## src/rtl/pixel_group_array_rr.sv

```systemverilog
// Pixel event array split into square groups with a round-robin arbiter per group.
// Pending events are latched per pixel; the lowest enabled non-empty group reports one event per clock.
module pixel_group_array_rr #(
  parameter int PIXELS     = 16,
  parameter int GROUP_SIZE = 2,
  localparam int CONST      = PIXELS / GROUP_SIZE,
  localparam int NUM_GROUPS = CONST * CONST,
  localparam int AW         = ($clog2(GROUP_SIZE) > 1) ? $clog2(GROUP_SIZE) : 1,
  localparam int GW         = ($clog2(CONST) > 1) ? $clog2(CONST) : 1
) (
  input  logic                                     clk_i,
  input  logic                                     reset_i,
  input  logic [PIXELS-1:0][PIXELS-1:0][1:0]       set_i,
  input  logic [NUM_GROUPS-1:0]                    gnt_top_i,
  output logic [CONST-1:0][CONST-1:0]              req_o,
  output logic                                     valid_o,
  output logic [GROUP_SIZE-1:0][GROUP_SIZE-1:0]    gnt_o,
  output logic [AW-1:0]                            x_add_o,
  output logic [AW-1:0]                            y_add_o,
  output logic [GW-1:0]                            grp_x_o,
  output logic [GW-1:0]                            grp_y_o,
  output logic [1:0]                               evt_o,
  output logic                                     grp_release_o,
  output logic                                     active_o
);

  localparam int N   = GROUP_SIZE * GROUP_SIZE;
  localparam int KW  = $clog2(N);
  localparam int NGW = ($clog2(NUM_GROUPS) > 1) ? $clog2(NUM_GROUPS) : 1;

  logic [PIXELS-1:0][PIXELS-1:0][1:0]    pend_q, pend_d;
  logic [NUM_GROUPS-1:0][KW-1:0]         ptr_q, ptr_d;
  logic [CONST-1:0][CONST-1:0]           req_q, req_d;
  logic                                  valid_q, valid_d;
  logic                                  rel_q, rel_d;
  logic                                  active_q, active_d;
  logic [GROUP_SIZE-1:0][GROUP_SIZE-1:0] gnt_q, gnt_d;
  logic [AW-1:0]                         x_q, x_d, y_q, y_d;
  logic [GW-1:0]                         gx_q, gx_d, gy_q, gy_d;
  logic [1:0]                            evt_q, evt_d;

  logic [NUM_GROUPS-1:0][N-1:0]          elig_s;
  logic [NUM_GROUPS-1:0]                 nonempty_s, cand_s, left_s;
  logic                                  any_s;
  logic [NGW-1:0]                        sel_g_s;
  logic [KW-1:0]                         sel_k_s;
  logic [PIXELS-1:0][PIXELS-1:0]         hit_s;
  logic [PIXELS-1:0][PIXELS-1:0][1:0]    clr_s;
  logic [1:0]                            sel_pend_s, evt_s;

  function automatic logic [NGW-1:0] lowest_set(input logic [NUM_GROUPS-1:0] v);
    logic [NGW-1:0] idx;
    idx = '0;
    for (int g = NUM_GROUPS - 1; g >= 0; g--) idx = v[g] ? NGW'(g) : idx;
    return idx;
  endfunction

  // First eligible index scanning upward from ptr; N is a power of two so the add wraps.
  function automatic logic [KW-1:0] rr_pick(input logic [N-1:0] elig, input logic [KW-1:0] ptr);
    logic [KW-1:0] idx, pick;
    logic          found;
    pick  = ptr;
    found = 1'b0;
    for (int i = 0; i < N; i++) begin
      idx   = ptr + KW'(i);
      pick  = (!found && elig[idx]) ? idx : pick;
      found = found | elig[idx];
    end
    return pick;
  endfunction

  // Group eligibility and selection of the served group and pixel.
  always_comb begin
    elig_s     = '0;
    nonempty_s = '0;
    for (int g = 0; g < NUM_GROUPS; g++) begin
      for (int r = 0; r < GROUP_SIZE; r++) begin
        for (int c = 0; c < GROUP_SIZE; c++) begin
          elig_s[g][r*GROUP_SIZE+c] =
            |pend_q[(g/CONST)*GROUP_SIZE+r][(g%CONST)*GROUP_SIZE+c];
        end
      end
      nonempty_s[g] = |elig_s[g];
    end
    cand_s  = gnt_top_i & nonempty_s;
    any_s   = |cand_s;
    sel_g_s = lowest_set(cand_s);
    sel_k_s = rr_pick(elig_s[sel_g_s], ptr_q[sel_g_s]);
  end

  // Clear of the reported bit, pending update and next values of all outputs.
  always_comb begin
    hit_s      = '0;
    sel_pend_s = 2'b00;
    for (int g = 0; g < NUM_GROUPS; g++) begin
      for (int r = 0; r < GROUP_SIZE; r++) begin
        for (int c = 0; c < GROUP_SIZE; c++) begin
          hit_s[(g/CONST)*GROUP_SIZE+r][(g%CONST)*GROUP_SIZE+c] =
            any_s && (sel_g_s == NGW'(g)) && (sel_k_s == KW'(r*GROUP_SIZE+c));
          sel_pend_s = sel_pend_s |
            (hit_s[(g/CONST)*GROUP_SIZE+r][(g%CONST)*GROUP_SIZE+c] ?
             pend_q[(g/CONST)*GROUP_SIZE+r][(g%CONST)*GROUP_SIZE+c] : 2'b00);
        end
      end
    end
    evt_s = sel_pend_s[0] ? 2'b01 : 2'b10;

    clr_s = '0;
    for (int row = 0; row < PIXELS; row++) begin
      for (int col = 0; col < PIXELS; col++) begin
        clr_s[row][col] = hit_s[row][col] ? evt_s : 2'b00;
      end
    end
    // Set is applied after the clear so a same-cycle set keeps the bit pending.
    pend_d = (pend_q & ~clr_s) | set_i;

    left_s = '0;
    req_d  = '0;
    ptr_d  = ptr_q;
    for (int g = 0; g < NUM_GROUPS; g++) begin
      for (int r = 0; r < GROUP_SIZE; r++) begin
        for (int c = 0; c < GROUP_SIZE; c++) begin
          left_s[g] = left_s[g] | (|pend_d[(g/CONST)*GROUP_SIZE+r][(g%CONST)*GROUP_SIZE+c]);
        end
      end
      req_d[g/CONST][g%CONST] = left_s[g];
      ptr_d[g] = (any_s && (sel_g_s == NGW'(g))) ? sel_k_s + KW'(1) : ptr_q[g];
    end

    active_d = |pend_d;
    valid_d  = any_s;
    rel_d    = any_s && !left_s[sel_g_s];
    gnt_d    = any_s ? (N'(1) << sel_k_s) : '0;
    x_d      = any_s ? sel_k_s[AW-1:0] : '0;
    y_d      = any_s ? sel_k_s[KW-1:AW] : '0;
    gx_d     = any_s ? GW'(sel_g_s % NGW'(CONST)) : '0;
    gy_d     = any_s ? GW'(sel_g_s / NGW'(CONST)) : '0;
    evt_d    = any_s ? evt_s : 2'b00;
  end

  // State and registered outputs.
  always_ff @(posedge clk_i or posedge reset_i) begin
    if (reset_i) begin
      pend_q   <= '0;
      ptr_q    <= '0;
      req_q    <= '0;
      valid_q  <= 1'b0;
      rel_q    <= 1'b0;
      active_q <= 1'b0;
      gnt_q    <= '0;
      x_q      <= '0;
      y_q      <= '0;
      gx_q     <= '0;
      gy_q     <= '0;
      evt_q    <= 2'b00;
    end else begin
      pend_q   <= pend_d;
      ptr_q    <= ptr_d;
      req_q    <= req_d;
      valid_q  <= valid_d;
      rel_q    <= rel_d;
      active_q <= active_d;
      gnt_q    <= gnt_d;
      x_q      <= x_d;
      y_q      <= y_d;
      gx_q     <= gx_d;
      gy_q     <= gy_d;
      evt_q    <= evt_d;
    end
  end

  assign req_o         = req_q;
  assign valid_o       = valid_q;
  assign gnt_o         = gnt_q;
  assign x_add_o       = x_q;
  assign y_add_o       = y_q;
  assign grp_x_o       = gx_q;
  assign grp_y_o       = gy_q;
  assign evt_o         = evt_q;
  assign grp_release_o = rel_q;
  assign active_o      = active_q;

endmodule

```

## config.mk

```make
export PLATFORM = sky130hd
export DESIGN_NAME = pixel_group_array_rr
export DESIGN_NICKNAME = d
export VERILOG_FILES = /design/src/rtl/pixel_group_array_rr.sv
export SDC_FILE = /design/constraint.sdc
export NUM_CORES = 2
export LEC_CHECK = 0
export BUFFER_PORTS_ARGS = -buffer_cell sky130_fd_sc_hd__clkbuf_2
export CAP_MARGIN = 20
export CELL_PAD_IN_SITES_DETAIL_PLACEMENT = 1
export CELL_PAD_IN_SITES_GLOBAL_PLACEMENT = 2
export CORE_AREA = 3 3 393 395
export CTS_CLUSTER_DIAMETER = 120
export CTS_CLUSTER_SIZE = 8
export DETAILED_ROUTE_END_ITERATION = 16
export DIE_AREA = 0 0 396 398
export PLACE_DENSITY = 0.6
export SKIP_CTS_REPAIR_TIMING = 1
export SYNTH_ARGS = -nofsm -noshare
export SYNTH_HDL_FRONTEND = slang
export SYNTH_SLANG_ARGS = --single-unit
export TNS_END_PERCENT = 10
```

## constraint.sdc

```tcl
create_clock -name clk_i -period 25.8 [get_ports clk_i]
set_clock_uncertainty 0.2 [all_clocks]
set_input_delay 2.58 -clock clk_i [delete_from_list [all_inputs] [get_ports clk_i]]
set_output_delay 2.58 -clock clk_i [all_outputs]
set_load 0.01 [all_outputs]
```

# Word-level counts from Yosys, hierarchy flattened
# Index checks and enable logic that the tools add are counted.
[word_totals]
output_inout_bits = 81
word_cells = 2375
ff_bits = 721
inputBits = 578
[op_classes]
shifts = 1
n_reduce_logical = 908
magnitude_cmp = 5
n_eq_ne = 66
muxes = 600
bitwise = 453
n_addsub = 4
[op_table]
columns = ["cell", "count"]
rows = [
  ["2-bit OR reduction", 512],
  ["2-bit two-way mux", 262],
  ["512-bit bitwise AND", 1],
  ["512-bit NOT", 1],
  ["512-bit bitwise OR", 1],
  ["512-bit OR reduction", 1],
  ["8-bit OR reduction", 64],
  ["1-bit bitwise OR", 449],
  ["6-bit two-way mux", 64],
  ["1-bit logical AND", 324],
  ["1-bit two-way mux", 263],
  ["6-bit equality test, second input constant", 32],
  ["6-bit by 5-bit equality test with 1-bit output, second input constant", 16],
  ["64-bit bitwise AND", 1],
  ["64-bit OR reduction", 1],
  ["6-bit by 4-bit equality test with 1-bit output, second input constant", 8],
  ["4-bit binary-select mux with 6-bit select", 1],
  ["6-bit by 3-bit equality test with 1-bit output, second input constant", 4],
  ["2-bit binary-select mux with 6-bit select", 1],
  ["6-bit by 2-bit equality test with 1-bit output, second input constant", 2],
  ["2-bit by 3-bit < comparator with 1-bit output, second input constant", 4],
  ["1-bit binary-select mux with 2-bit select", 4],
  ["4-bit two-way mux", 2],
  ["6-bit by 7-bit < comparator with 1-bit output, second input constant", 1],
  ["11 further kinds", 18],
]

# Logic depth before layout (Yosys ltp)
[logic_depth]
ltp_word = 347
ltp_mapped = 50
ltp_nobuf = 39

# Worst setup path before layout
# No wires, ideal clock.
[synth_path]
path_kind = "input to register"
from = "input gnt_top_i[25]"
to = "register active_q, in the netlist active_o"
t_arrival_ps = 12022
stages = 43
path_slack_ps = 13440
cell_sequence = "inv_1 > a31oi_1 > o21bai_1 > a2111o_1 > nor4_1 > nand3_1 > a21boi_1 > clkbuf_1 > buf_1 > clkbuf_1 > nor3_1 > a21oi_1 > o32ai_1 > o21ai_0 > a41oi_1 > nor4_1 > a21oi_1 > a41oi_1 > [... 7 more ...] > clkbuf_1 > a221oi_1 > o22ai_1 > a22oi_1 > o211ai_1 > nor4b_1 > a32oi_1 > or3_4 > buf_6 > nor3_4 > buf_6 > nand2_1 > a21o_1 > or4_1 > or3_4 > nor4_2 > nand3_1 > or4_1"
[synth_rtl]
columns = ["element", "line_no", "text"]
rows = [
  ["start, declared", "14", "input logic [NUM_GROUPS-1:0] gnt_top_i,"],
  ["end signal, assigned", "162", "active_q <= active_d;"],
  ["end, declared", "36", "logic active_q, active_d;"],
]

# Worst setup path after layout
[layout_path]
from = "input gnt_top_i[32]"
to = "register active_q, in the netlist active_o"
[layout_via]
elab_chain_len = 308
elab_cells_between_ends = 1221
cone_classes = "add/sub: 3; eq/ne: 66; mux: 561; bitwise: 261; reduce/logical: 330"
[layout_rtl]
columns = ["element", "line_no", "text"]
rows = [
  ["64-bit bitwise AND (*)", "85", "cand_s = gnt_top_i & nonempty_s;"],
  ["6-bit two-way mux (33 in a row)", "54", "for (int g = NUM_GROUPS - 1; g >= 0; g--) idx = v[g] ? NGW'(g) : idx;"],
  ["2-bit binary-select mux with 6-bit select", "88", "sel_k_s = rr_pick(elig_s[sel_g_s], ptr_q[sel_g_s]);"],
  ["2-bit two-way mux (not written as such)", "88", ""],
  ["2-bit by 1-bit adder with 2-bit output", "65", "idx = ptr + KW'(i);"],
  ["1-bit binary-select mux with 2-bit select", "66, 67", ""],
  ["1-bit two-way mux (not written as such)", "66, 67", ""],
  ["1-bit bitwise OR", "67", "found = found | elig[idx];"],
  ["[... 7 more ...]", "--", ""],
  ["1-bit bitwise OR (255 in a row)", "100", "sel_pend_s = sel_pend_s |"],
  ["2-bit two-way mux", "106", "evt_s = sel_pend_s[0] ? 2'b01 : 2'b10;"],
  ["2-bit two-way mux", "111", "clr_s[row][col] = hit_s[row][col] ? evt_s : 2'b00;"],
  ["512-bit NOT (*)", "115", "pend_d = (pend_q & ~clr_s) | set_i;"],
  ["512-bit bitwise AND (*)", "115", ""],
  ["512-bit bitwise OR (*)", "115", ""],
  ["512-bit OR reduction (*)", "130", "active_d = |pend_d;"],
  ["named net active_d", "36", ""],
]
# The timed path passes the listed nets; every way through them passes the cells marked *. The select of a mux whose other input is x is not followed.
# A chain may end at the register's enable or synchronous reset.

==> qor.txt <==
Final Hold Viols: 0
top cell type's share of synthesized area: 46.0%
Crit. End Element: register
setup TNS: 0 ps
# clock sinks: 721
reg-to-reg slack, setup: 6350 ps
period utilization: 77.5%
Die Ht: 398 um
Via Count: 45000
EDFF count, synth: 0
CP Launch Point: gnt_top_i[32]
Core Rows: 143
commonest non-fill, non-tap cell in the layout: dfrtp_1
#FFs+latches synth: 721
crit-path max FO: 67
layout net count: 5621
largest net degree at the start of global routing: 127
Fillers: 17700
Synth area leader: dfrtp_1
Core Util, Final: 31.8%
routability-driven placement congestion ratio: 1.05
WP data required: 26230 ps
RSZ-0062 raised after global routing: false
num ports: 659
FMAX: 50.0 MHz
die area: 158000 um^2
ys async rst share: 100%
CP Class: in -> reg
area of the mapped netlist: 39200 um^2
Worst path max stage delay: 1000 ps
vias in the first global route: 44600
Finished Cell Area: 48200 um^2
Most common cell on crit path: buf_4
worst vdd ir: 117 uV
Post-Synthesis Cells: 4380
worst-margin pin slew: 1310 ps
fin crit period: 20000 ps
Hold Slack: 271 ps
Avg Synthesized Cell Area: 8.95 um^2
Final Max Slew Viols: 0
cell at the slowest stage of the critical path: a221oi_1
status: complete, no violations
clk buf depth: 3
Initial Util: 25.9%
Min-Delay Path Class: reg -> reg
DR DRC count: 0
Yosys warning count: 0
Max-Cap Viols: 0
Post-Syn Nets: 4962
Rel. slew slack: 12.4%
Worst R2R Path Depth: 42
drt wl/cell: 43.7 um
sequential area share after synthesis: 46.0%
worst-skew pair later-pin latency: 760 ps
CTS tree: built
grt total ovfl: 0
Chip Width: 396 um
H-tree depth: 3
Core ar.: 152000 um^2
most frequent cells in the layout: dfrtp_1 (721), nor2_1 (689), clkbuf_2 (658)
Crit Reg-Reg Endpoint: active_o
Critical Path AT: 20440 ps
layout cells sized above 1: 21.5%
FF-to-FF Start: pend_q[289]
initial DRC count: 5791
Power Total: 0.00372 W
Leak: 16.7 nW
global-route wire length before repair: 410 mm
Reg clk slew, reported paths: 80 ps
startpoint types: primary input
Pre-Repair DR Iteration Count: 8
Routed WL: 310 mm
Cell Pwr Density: 77.3 nW/um^2
Via density: 6.34
Critical Path End: active_o
post-route ant nets: 0
largest cells by area after synthesis: dfrtp_1 (46%), nor2_1 (6.7%), a21o_1 (4.3%), nand2_1 (3.7%), o211ai_1 (2.9%)
TritonCTS Buffers: 100
GRT Total Usage: 38.1%
post-synth cell types: 105
CTS Root Cell: clkbuf_16
IO buf count: 658
final setup violation count: 0
antenna violations before repair: 36
Top FF cell, synth: dfrtp_1
Area growth syn-to-layout: 22.8%
DP HPWL: 241 mm
Cell Area, Placed: 45500 um^2
Yosys cell counts, drive strengths merged (76+ instances only):
library cell and instances:
a21oi 180, or4 89, nand4 79, nand2b 79, nand3 84, dfrtp 721, nand2 385, a211oi 94
buf 107, nor4 76, a41oi 97, nor3 136, a21o 227, o211ai 150, o21ai 215, a22oi 80
nor2 699, clkbuf 158
logic make-up (layout without fill, tap and decap cells):
kind of cell               after synthesis  after routing  synth area share [%]
and+or+nand+nor                       1823           1823                  22.7
AOI/OAI and AO/OA                     1469           1469                  26.9
DFF                                    721            721                  46.0
buffers and inverters                  341           1007                  3.60
muxes                                   22             22                 0.616
adders and majority gates                4              4                 0.128
other                                    0             22                     0
registers in the layout, indices dropped and copies added, names as in the netlist:
name / cells
grp_release_o: 1
active_o: 1
grp_x_o: 3
grp_y_o: 3
req_o: 64
valid_o: 1
ptr_q: 128
pend_q: 512
x_add_o: 1
y_add_o: 1
evt_o: 2
gnt_o: 4
critical path, delay by kind of cell:
family	cells	cell delay (ps)
AOI/OAI and AO/OA	19	7160
and+or+nand+nor	12	5920
buffers and inverters	10	3810
adders and majority gates	1	460
area by class of cell:
class,count,area (um^2),share of cell area (%)
well taps,2030,2540,5.27
multi-input cells,3318,20000,41.5
clock buffers,104,2590,5.38
clock inverters,5,57.6,0.119
diodes,22,55.1,0.114
flip-flops and latches,721,18000,37.5
repair buffers,822,4580,9.51
inverters,76,295,0.613
worst min path at each step:
| stage | from | endpoint | slack [ps] | cells after the start |
|---|---|---|---|---|
| floorplan | ptr_q[105] | ptr_q[105] | 240 | 2 |
| CTS | ptr_q[37] | ptr_q[37] | 270 | 2 |
| global route | ptr_q[111] | ptr_q[111] | 290 | 2 |
| detailed placement | ptr_q[37] | ptr_q[37] | 260 | 2 |
| finish | ptr_q[95] | ptr_q[95] | 270 | 2 |
| global placement | ptr_q[95] | ptr_q[95] | 250 | 2 |
layer usage:
metal	vias to the layer above	global-route usage [%]	wire, um
li1	17900	-	-
met1	23500	50.5	130000
met2	2910	55.1	130000
met3	686	11.2	31000
met4	10	21.3	19200
met5	-	0.369	124
report_power, final:
part	internal [W]	switching, W
Combinational	0.000227	0.00107
Clock	0.000699	0.000547
Sequential	0.00116	0.0000205
Total	0.00208	0.00164
metrics by stage:
stage,setup slack [ps],cells
final,5800,7098
after global routing,6200,7076
after CTS,6890,7074
after detailed placement,6120,6965
after global placement,4370,6955
after floorplan,2790,4380
(Power assumes the default switching activity.)
